--- src/rtl/uart_receiver.sv ---
// UART receive half: 8N1, oversampled on clken, sticky rdy with frame-error/overrun pulses.
// Define UART_RX_MAJORITY_EN for 2-of-3 majority voting on every sampling decision.
module uart_receiver #(
  parameter int OVERSAMPLE  = 16,
  parameter int SYNC_STAGES = 2
) (
  input  logic       clk,
  input  logic       rst,
  input  logic       rx,
  input  logic       clken,
  input  logic       rdy_clr,
  output logic [7:0] dout,
  output logic       rdy,
  output logic       frame_err,
  output logic       overrun,
  output logic       rx_busy
);
  localparam int CW = $clog2(OVERSAMPLE);
  localparam logic [CW-1:0] HALF_M1 = CW'(OVERSAMPLE/2 - 1);
  localparam logic [CW-1:0] FULL_M1 = CW'(OVERSAMPLE - 1);

  localparam logic [1:0] S_IDLE  = 2'd0;
  localparam logic [1:0] S_START = 2'd1;
  localparam logic [1:0] S_DATA  = 2'd2;
  localparam logic [1:0] S_STOP  = 2'd3;

  logic [SYNC_STAGES-1:0] r_sync;
  logic [1:0]             r_state;
  logic [CW-1:0]          r_cnt;
  logic [2:0]             r_bitpos;
  logic [7:0]             r_shift;
  logic                   w_rx_s;
  logic                   w_bit;
  logic [CW-1:0]          w_cnt_inc;

  always_ff @(posedge clk or posedge rst) begin
    if (rst) r_sync <= '1;
    else     r_sync <= {r_sync[SYNC_STAGES-2:0], rx};
  end

  assign w_rx_s    = r_sync[SYNC_STAGES-1];
  assign w_cnt_inc = r_cnt + 1'b1;

`ifdef UART_RX_MAJORITY_EN
  // Two previous tick samples; with the current sample they form the vote.
  logic [1:0] r_hist;
  always_ff @(posedge clk or posedge rst) begin
    if (rst)        r_hist <= 2'b11;
    else if (clken) r_hist <= {r_hist[0], w_rx_s};
  end
  assign w_bit = (w_rx_s & r_hist[0]) | (w_rx_s & r_hist[1]) | (r_hist[0] & r_hist[1]);
`else
  assign w_bit = w_rx_s;
`endif

  assign rx_busy = (r_state != S_IDLE);

  always_ff @(posedge clk or posedge rst) begin
    if (rst) begin
      r_state   <= S_IDLE;
      r_cnt     <= '0;
      r_bitpos  <= '0;
      r_shift   <= '0;
      dout      <= '0;
      rdy       <= 1'b0;
      frame_err <= 1'b0;
      overrun   <= 1'b0;
    end else begin
      frame_err <= 1'b0;
      overrun   <= 1'b0;
      // A completing byte below overrides this clear.
      if (rdy_clr) rdy <= 1'b0;
      case (r_state)
        S_IDLE: if (clken && !w_rx_s) begin
          r_state <= S_START;
          r_cnt   <= '0;
        end
        S_START: if (clken) begin
          r_cnt <= w_cnt_inc;
          if (w_cnt_inc == HALF_M1) begin
            if (!w_bit) begin
              r_state  <= S_DATA;
              r_cnt    <= '0;
              r_bitpos <= '0;
            end else begin
              r_state <= S_IDLE;
            end
          end
        end
        S_DATA: if (clken) begin
          if (r_cnt == FULL_M1) begin
            r_shift[r_bitpos] <= w_bit;
            r_cnt             <= '0;
            if (r_bitpos == 3'd7) r_state  <= S_STOP;
            else                  r_bitpos <= r_bitpos + 3'd1;
          end else begin
            r_cnt <= w_cnt_inc;
          end
        end
        S_STOP: if (clken) begin
          if (r_cnt == FULL_M1) begin
            r_cnt   <= '0;
            r_state <= S_IDLE;
            if (w_bit) begin
              dout    <= r_shift;
              rdy     <= 1'b1;
              overrun <= rdy & ~rdy_clr;
            end else begin
              frame_err <= 1'b1;
            end
          end else begin
            r_cnt <= w_cnt_inc;
          end
        end
        default: begin
          r_state <= S_IDLE;
          r_cnt   <= '0;
        end
      endcase
    end
  end
endmodule

--- config.mk ---
export PLATFORM = sky130hd
export DESIGN_NAME = uart_receiver
export DESIGN_NICKNAME = d
export VERILOG_FILES = /design/src/rtl/uart_receiver.sv
export SDC_FILE = /design/constraint.sdc
export NUM_CORES = 1
export LEC_CHECK = 0
export ABC_AREA = 1
export CORE_MARGIN = 2
export CORE_UTILIZATION = 45
export CTS_CLUSTER_DIAMETER = 80
export CTS_CLUSTER_SIZE = 16
export DETAILED_ROUTE_END_ITERATION = 10
export PLACE_DENSITY_LB_ADDON = 0.15
export REMOVE_ABC_BUFFERS = 1
export SLEW_MARGIN = 10
export SYNTH_ARGS = -nofsm -noshare
export SYNTH_HDL_FRONTEND = slang
export SYNTH_SLANG_ARGS = --single-unit
--- constraint.sdc ---
create_clock -name clk -period 2.1 [get_ports clk]
set_clock_uncertainty 0.1 [all_clocks]
set_input_delay 0.42 -clock clk [delete_from_list [all_inputs] [get_ports clk]]
set_output_delay 0.42 -clock clk [all_outputs]
set_load 0.02 [all_outputs]
==> key figures, run 1 <==
CTS
  – Skew-Pair Late Insertion Delay: 310 ps
  – Clock transition at the register clock pins on the worst setup and hold paths after CTS: around 80 ps
  – Number of CTS-inserted buffers: 5
  – Library cell used as clock root buffer: clkbuf_4
  – Post-CTS setup repair buffer count: 0
  – Htree depth: 2
  – CTS tree: yes
  – Sink Count: 30
  – Number of buffers between clock root and the deepest sink: 2

Die
  – Initial core utilization: 47.68%
  – Die Y: 61.11 um
  – Placeable core region: 3078 sq um
  – Number of cell rows: 20
  – Area of the die: 3734 sq um
  – Number of top-level pins: 17
  – X dimension of the die: 61.11 um

Final layout
  – Area overhead of the layout relative to synthesis: 20.89%
  – Number of nets in the finished design: 208
  – Share of final-layout standard cells stronger than drive strength 1: approximately 15%
  – # diodes: 0

Logic synthesis
  – Synth top cells by count: nand2_1, dfrtp_1, inv_1, nor2_1, nand3_1
  – Fraction of registers with async set/reset: 100.0%
  – Post-synthesis cell type with the largest combined area: dfrtp_1
  – Flip-flop cell with the highest count after synthesis: dfrtp_1
  – Flip-flop and latch count after synthesis: 30
  – Library cell with the highest instance count after synthesis: nand2_1
  – Synth warnings: 0
  – Portion of synthesized cell area occupied by the leading cell type: 47.74%
  – Avg Inst Size Synth: 8.387 sq um
  – Dominant cells by area after synthesis: dfrtp_1, nand2_1, inv_1, o21ai_2, dfstp_2
  – Seq/Total Area, Yosys: 51.32%
  – Syn Std Cell Area: 1468 sq um
  – Post-synthesis cell type count: 22
  – Number of standard cells after synthesis: 175
  – Number of enable flip-flop cells after synthesis: 0

Power
  – Maximum ir drop on the vdd rail: 0.0008516 V
  – Power density over cell area: 895.3 nW/um^2
  – Overall power consumption: 1.588 mW
  – Leakage power total: 0.8442 nW

Setup path
  – Reg-to-Reg Start: r_cnt[0]$_DFFE_PP0P_
  – Data arrival at the endpoint of the critical path: ~1300 ps
  – Nature of the critical path endpoint: primary output
  – Cell with the largest stage delay on the worst path: dfrtp_1
  – Worst Setup Path Type: register to primary output
  – Max FO, Critical Path: 7
  – Category of the worst setup path launch point: register
  – Peak per-stage delay on the critical path: around 470 ps
  – Cells along the critical path: nor2_2 -> inv_1 -> dlygate4sd2_1
  – Worst Path Required: around 1600 ps
  – Worst R2R Path Depth: 8
  – Capture instance of the worst register-to-register path: r_shift[7]$_DFFE_PP0P_
  – Reg2reg setup slack: 400 ps

Hold path
  – Start point of the worst hold path: r_sync[0]$_DFF_PP1_
  – Number of instances on the worst hold path: 0
  – Hold Crit Class: register to register
  – Endpoint of the worst hold path: r_sync[1]$_DFF_PP1_

Placed design
  – Detailed Place HPWL: between 1.5 and 2 mm
  – Number of port buffers: 16
  – Placer's final routability congestion estimate: a little under 0.9

Status
  – Status: finished clean

Timing
  – Final Critical Period: 1859 ps
  – Worst slew slack as a fraction of its limit: 71.77%
  – Final setup viols: 0
  – Least-Margin Pin Slew: approximately 420 ps
  – RSZ-0062 raised after global routing: false
  – Setup TNS Final: 0 ps
  – Final max-slew violation count: 0
  – Endpoints failing hold: 0
  – Achievable clock frequency: 0.5380 GHz
  – Final worst-path cycle share: 88.51%

Global route
  – Largest net degree at the start of global routing: 31
  – Number of global-route vias before repair: 1,071
  – Antenna violations before repair: 0
  – Global-route usage over all layers: 16.90%
  – Global-route wire length before repair: 4.540 mm
  – Final global-route overflow total: 0

Detailed routing
  – Drc violations: 0
  – Per-cell via count in the routed design: 4.717
  – Aggregate routed wire length: 2.597 mm
  – DR iter-0 viols: 37
  – Total number of vias: ~1,200
  – Antenna-violating nets left: 0
  – Average routed wire per standard cell: about 11 um
  – First-pass detailed-route iteration total: 4

Job
  – Maximum capacitance violations: 0
through the flow:
| step | utilization, % | instance area [sq um] | worst slack, ps | hold WS, ps | cells |
|---|---|---|---|---|---|
| CTS | 57.64 | 1774 | 216.9 | 260.5 | 244 |
| detailed placement | 54.80 | 1687 | 203.1 | 247.3 | 236 |
| global placement | 54.80 | 1687 | 280.9 | 245.7 | 236 |
| floorplan | - | 1456 | 505.1 | 245.2 | 174 |
| finish | 57.64 | 1774 | 241.2 | 259.2 | 244 |
| global route | 57.64 | 1774 | 143.4 | 264.7 | 244 |
where the power goes:
part	switching (mW)	internal (mW)
combinational	0.264	0.135
sequential	0.0829	0.636
clock	0.186	0.284
total	0.533	1.06
worst max-delay path by stage:
stage,depth (start not counted),to
5_1_grt,3,rx_busy
4_1_cts,3,rx_busy
3_5_place_dp,8,r_shift[7]$_DFFE_PP0P_
2_1_floorplan,6,dout[0]$_DFFE_PP0P_
6_report,3,rx_busy
3_3_place_gp,8,r_shift[7]$_DFFE_PP0P_
cell families after synthesis:
logic type,count (synthesis),synth area share [%]
buffers and inverters,29,7.928
flip-flops,30,51.32
adder cells (fa/ha/maj),4,3.410
AO/OA/AOI/OAI,21,9.974
AND/OR/NAND/NOR,91,27.37
area by class of cell:
cell class / instances / area, sq um
clock inverters: 1 / 30.03
flip-flops and latches: 30 / 754.5
clock buffers: 7 / 55.05
inverters: 28 / 105.1
multi-input cells: 116 / 600.6
well taps: 44 / 55.05
fillers: 290 / 1304
repair buffers: 18 / 173.9
sequential cells by signal (all words and copies together) (netlist names), 2 cells and up, named ones only:
signal / count
r_cnt: 4
r_bitpos: 3
r_shift: 8
r_sync: 2
dout: 8
cell usage in the layout, fill, tap and decap left out, drive strengths merged:
cell type      Yosys  routed
a21oi              3       3
and2               1       1
buf                1       2
bufinv             0       1
clkbuf             0       7
clkdlybuf4s50      0      15
dfrtp             28      28
dfstp              2       2
dlygate4sd2        0       1
ha                 4       4
inv               28      28
nand2             55      55
nand3             11      11
nand3b             2       2
nand4              4       4
nor2              15      15
nor3               3       3
o21ai             18      18
what timing repair did:
action                     CTS  global route
setup endpoints to repair    1             0
gates resized for setup      3             0
hold buffers                 0             0
routing by layer:
metal | vias to the layer above | track usage, % | part of all wire [%]
met5 | - | 0 | 0
met3 | 7 | 3.992 | 4.3
met4 | 0 | 9.317 | 2.5
met2 | 20 | 25.38 | 46
met1 | 522 | 22.57 | 47
li1 | 602 | - | -
critical path, delay by kind of cell, from the launching register on:
kind	cells	cell delay (ps)
buffers and inverters	2	360
AND/OR/NAND/NOR	1	190
flip-flops	1	470
Power figures use the tool's default switching activity.
==> run 2, diff against run 1 <==
Settings changed: CORE_UTILIZATION 45 to 54.
==> run 2 against run 1 <==
Net effect:
- routed wire length grew 6.6%
- final cell count shrank 5.7%
- die area shrank 16%
- clock power shrank 11%
- clock-buffer cell count grew 1
- setup slack lost 19 ps
- sequential share of layout area grew 0.58 points
- register-to-register slack gained 30 ps
- via count grew 6.3%
- critical path depth is the same
- critical path type unchanged
- global-route usage grew 3.6 points
- first-iteration DRC count grew 11%
==> key figures, run 2 (synthesized netlist as in run 1, its figures left out) <==
Status
  – Status: finished clean

Timing
  – Final setup viols: 0
  – Final max-slew violation count: 0
  – Final Critical Period: 1878 ps
  – Worst slew slack as a fraction of its limit: between 70% and 80%
  – Final worst-path cycle share: between 80% and 90%
  – Achievable clock frequency: 0.5324 GHz
  – RSZ-0062 raised after global routing: false
  – Least-Margin Pin Slew: approximately 400 ps
  – Endpoints failing hold: 0
  – Setup TNS Final: 0 ps

Power
  – Part of the power in registers: between 40% and 50%
  – Sw Ratio: between 30% and 40%
  – Reported net switching power: 538.1 uW
  – Fraction of power consumed by combinational cells: roughly 26%
  – Leakage power total: 0.8433 nW
  – Internal cell power: 1.000 mW
  – Maximum ir drop on the vdd rail: roughly 0.00082 V
  – Power density over cell area: 879.0 nW/um^2
  – Clk network pwr share: 27.3%

Final layout
  – Most frequent cells in the layout: nand2_1, dfrtp_1, inv_1, clkdlybuf4s50_1, nor2_1
  – # diodes: 0
  – Share of final-layout standard cells stronger than drive strength 1: 15.50%
  – Number of nets in the finished design: approximately 210
  – Area occupied by multi-input gates: 600.6 sq um
  – Area overhead of the layout relative to synthesis: 19.27%
  – Registers with the most flip-flops: dout x8, r_shift x8, r_cnt x4
  – Sequential Area: approximately 750 sq um
  – Leading cell type in the layout, fill and taps excluded: nand2_1
  – Final standard cell area without fillers: 1750 sq um
  – Fillcell total: around 200

Setup path
  – Category of the worst setup path launch point: register
  – Data arrival at the endpoint of the critical path: 1360 ps
  – Worst Path Required: 1580 ps
  – Source of the critical timing path: r_state[0]$_DFFE_PP0P_
  – Worst Setup Path Type: register to primary output
  – Cell with the largest stage delay on the worst path: dfrtp_2
  – Peak per-stage delay on the critical path: ~470 ps
  – Capture instance of the worst register-to-register path: r_shift[7]$_DFFE_PP0P_
  – Reg2reg setup slack: 430 ps
  – Max FO, Critical Path: 6
  – Cells along the critical path: nor2_2 -> inv_1 -> dlygate4sd2_1
  – Worst R2R Path Depth: 8
  – Nature of the critical path endpoint: primary output
  – Reg-to-Reg Start: r_cnt[0]$_DFFE_PP0P_

Placed design
  – Number of port buffers: 16
  – Placer's final routability congestion estimate: 0.7904
  – Cell area reported after detailed placement: 1669 sq um
  – Detailed Place HPWL: ~2.0 mm

Die
  – Placeable core region: between 2000 and 3000 sq um
  – Number of top-level pins: 17
  – Number of cell rows: 18
  – X dimension of the die: between 50 and 60 um
  – Die Y: 56.14 um
  – Initial core utilization: 58.18%
  – Area of the die: 3151 sq um

Detailed routing
  – Total number of vias: 1,223
  – DR iter-0 viols: 41
  – Antenna-violating nets left: 0
  – Per-cell via count in the routed design: around 5.3
  – First-pass detailed-route iteration total: 4
  – Aggregate routed wire length: 2.768 mm
  – Drc violations: 0
  – Average routed wire per standard cell: roughly 12 um

CTS
  – Skew-Pair Late Insertion Delay: 320 ps
  – Clock transition at the register clock pins on the worst setup and hold paths after CTS: 90 ps
  – Library cell used as clock root buffer: clkbuf_4
  – Number of buffers between clock root and the deepest sink: 2
  – Post-CTS setup repair buffer count: 0
  – CTS tree: yes
  – Sink Count: 30
  – Number of CTS-inserted buffers: 5
  – Number of hold buffers added after cts: 0
  – Htree depth: 2

Global route
  – Most Used Layer, Global Route: met2
  – Met1 Track Usage GR: 22.82%
  – Largest net degree at the start of global routing: 31
  – Number of global-route vias before repair: between 1,000 and 1,500
  – Met2 Usage GRT: 34.96%
  – Antenna violations before repair: 0
  – Global-route wire length before repair: 4.933 mm
  – Final global-route overflow total: 0
  – Global-route usage over all layers: 20.48%
  – Met3 Resource Use GR: 8.140%

Hold path
  – Start point of the worst hold path: r_sync[0]$_DFF_PP1_
  – Hold Crit Class: register to register
  – Number of instances on the worst hold path: 0
  – Endpoint of the worst hold path: r_sync[1]$_DFF_PP1_

Job
  – Maximum capacitance violations: 0
[run 2: cell count changes in the layout (fill, tap and decap cells not counted)]
| cell | delta |
|---|---|
| bufinv_16 | -1 |
| clkbuf_1 | -1 |
| clkbuf_8 | +2 |
[run 2: worst max-delay path by stage]
stage | end | slack [ps] | cells after the start
2_1_floorplan | dout[0]$_DFFE_PP0P_ | 510 | 6
3_3_place_gp | r_shift[7]$_DFFE_PP0P_ | 270 | 8
3_5_place_dp | r_shift[7]$_DFFE_PP0P_ | 210 | 8
4_1_cts | rx_busy | 200 | 3
5_1_grt | rx_busy | 130 | 3
6_report | rx_busy | 220 | 3
[run 2: stage by stage]
| step | setup WS (ps) | cells | utilization [%] | hold WS, ps | power [mW] |
|---|---|---|---|---|---|
| 5_1_grt | 132.7 | 230 | 69.39 | 270.6 | 1.657 |
| 3_5_place_dp | 212.2 | 222 | 66.17 | 253.1 | 1.126 |
| 2_1_floorplan | 505.1 | 174 | - | 245.2 | 1.017 |
| 3_3_place_gp | 272.2 | 222 | 66.17 | 245.6 | 1.103 |
| 4_1_cts | 200.4 | 230 | 69.39 | 266.0 | 1.550 |
| 6_report | 221.8 | 230 | 69.39 | 267.3 | 1.539 |
[run 2: critical path, delay by kind of cell, from the launching register on]
family,cells,cell delay (ps)
AND/OR/NAND/NOR,1,190
buffers and inverters,2,370
flip-flops,1,470
[run 2: timing repair]
action	in CTS	in global routing
hold endpoints to repair	0	0
resized for setup	3	0
setup endpoints to repair	1	0
[run 2: final cells by class]
type,count,share of cell area [%]
multi-input cells,116,34.31
inverters,28,6.004
flip-flops and latches,30,43.10
repair buffers,18,9.936
well taps,30,2.144
clock buffers,8,4.503
[run 2: layer usage]
layer	vias to the layer above	share of wire, %
met5	-	0
met1	582	43
met3	6	5.2
li1	601	-
met2	34	50
met4	0	1.4
[run 2: power groups by stage]
stage	sequential, mW	combinational [mW]	clock, mW
2_1_floorplan	0.708	0.309	0
3_3_place_gp	0.719	0.384	0
3_5_place_dp	0.723	0.403	0
4_1_cts	0.719	0.398	0.433
5_1_grt	0.732	0.466	0.459
6_report	0.722	0.396	0.420
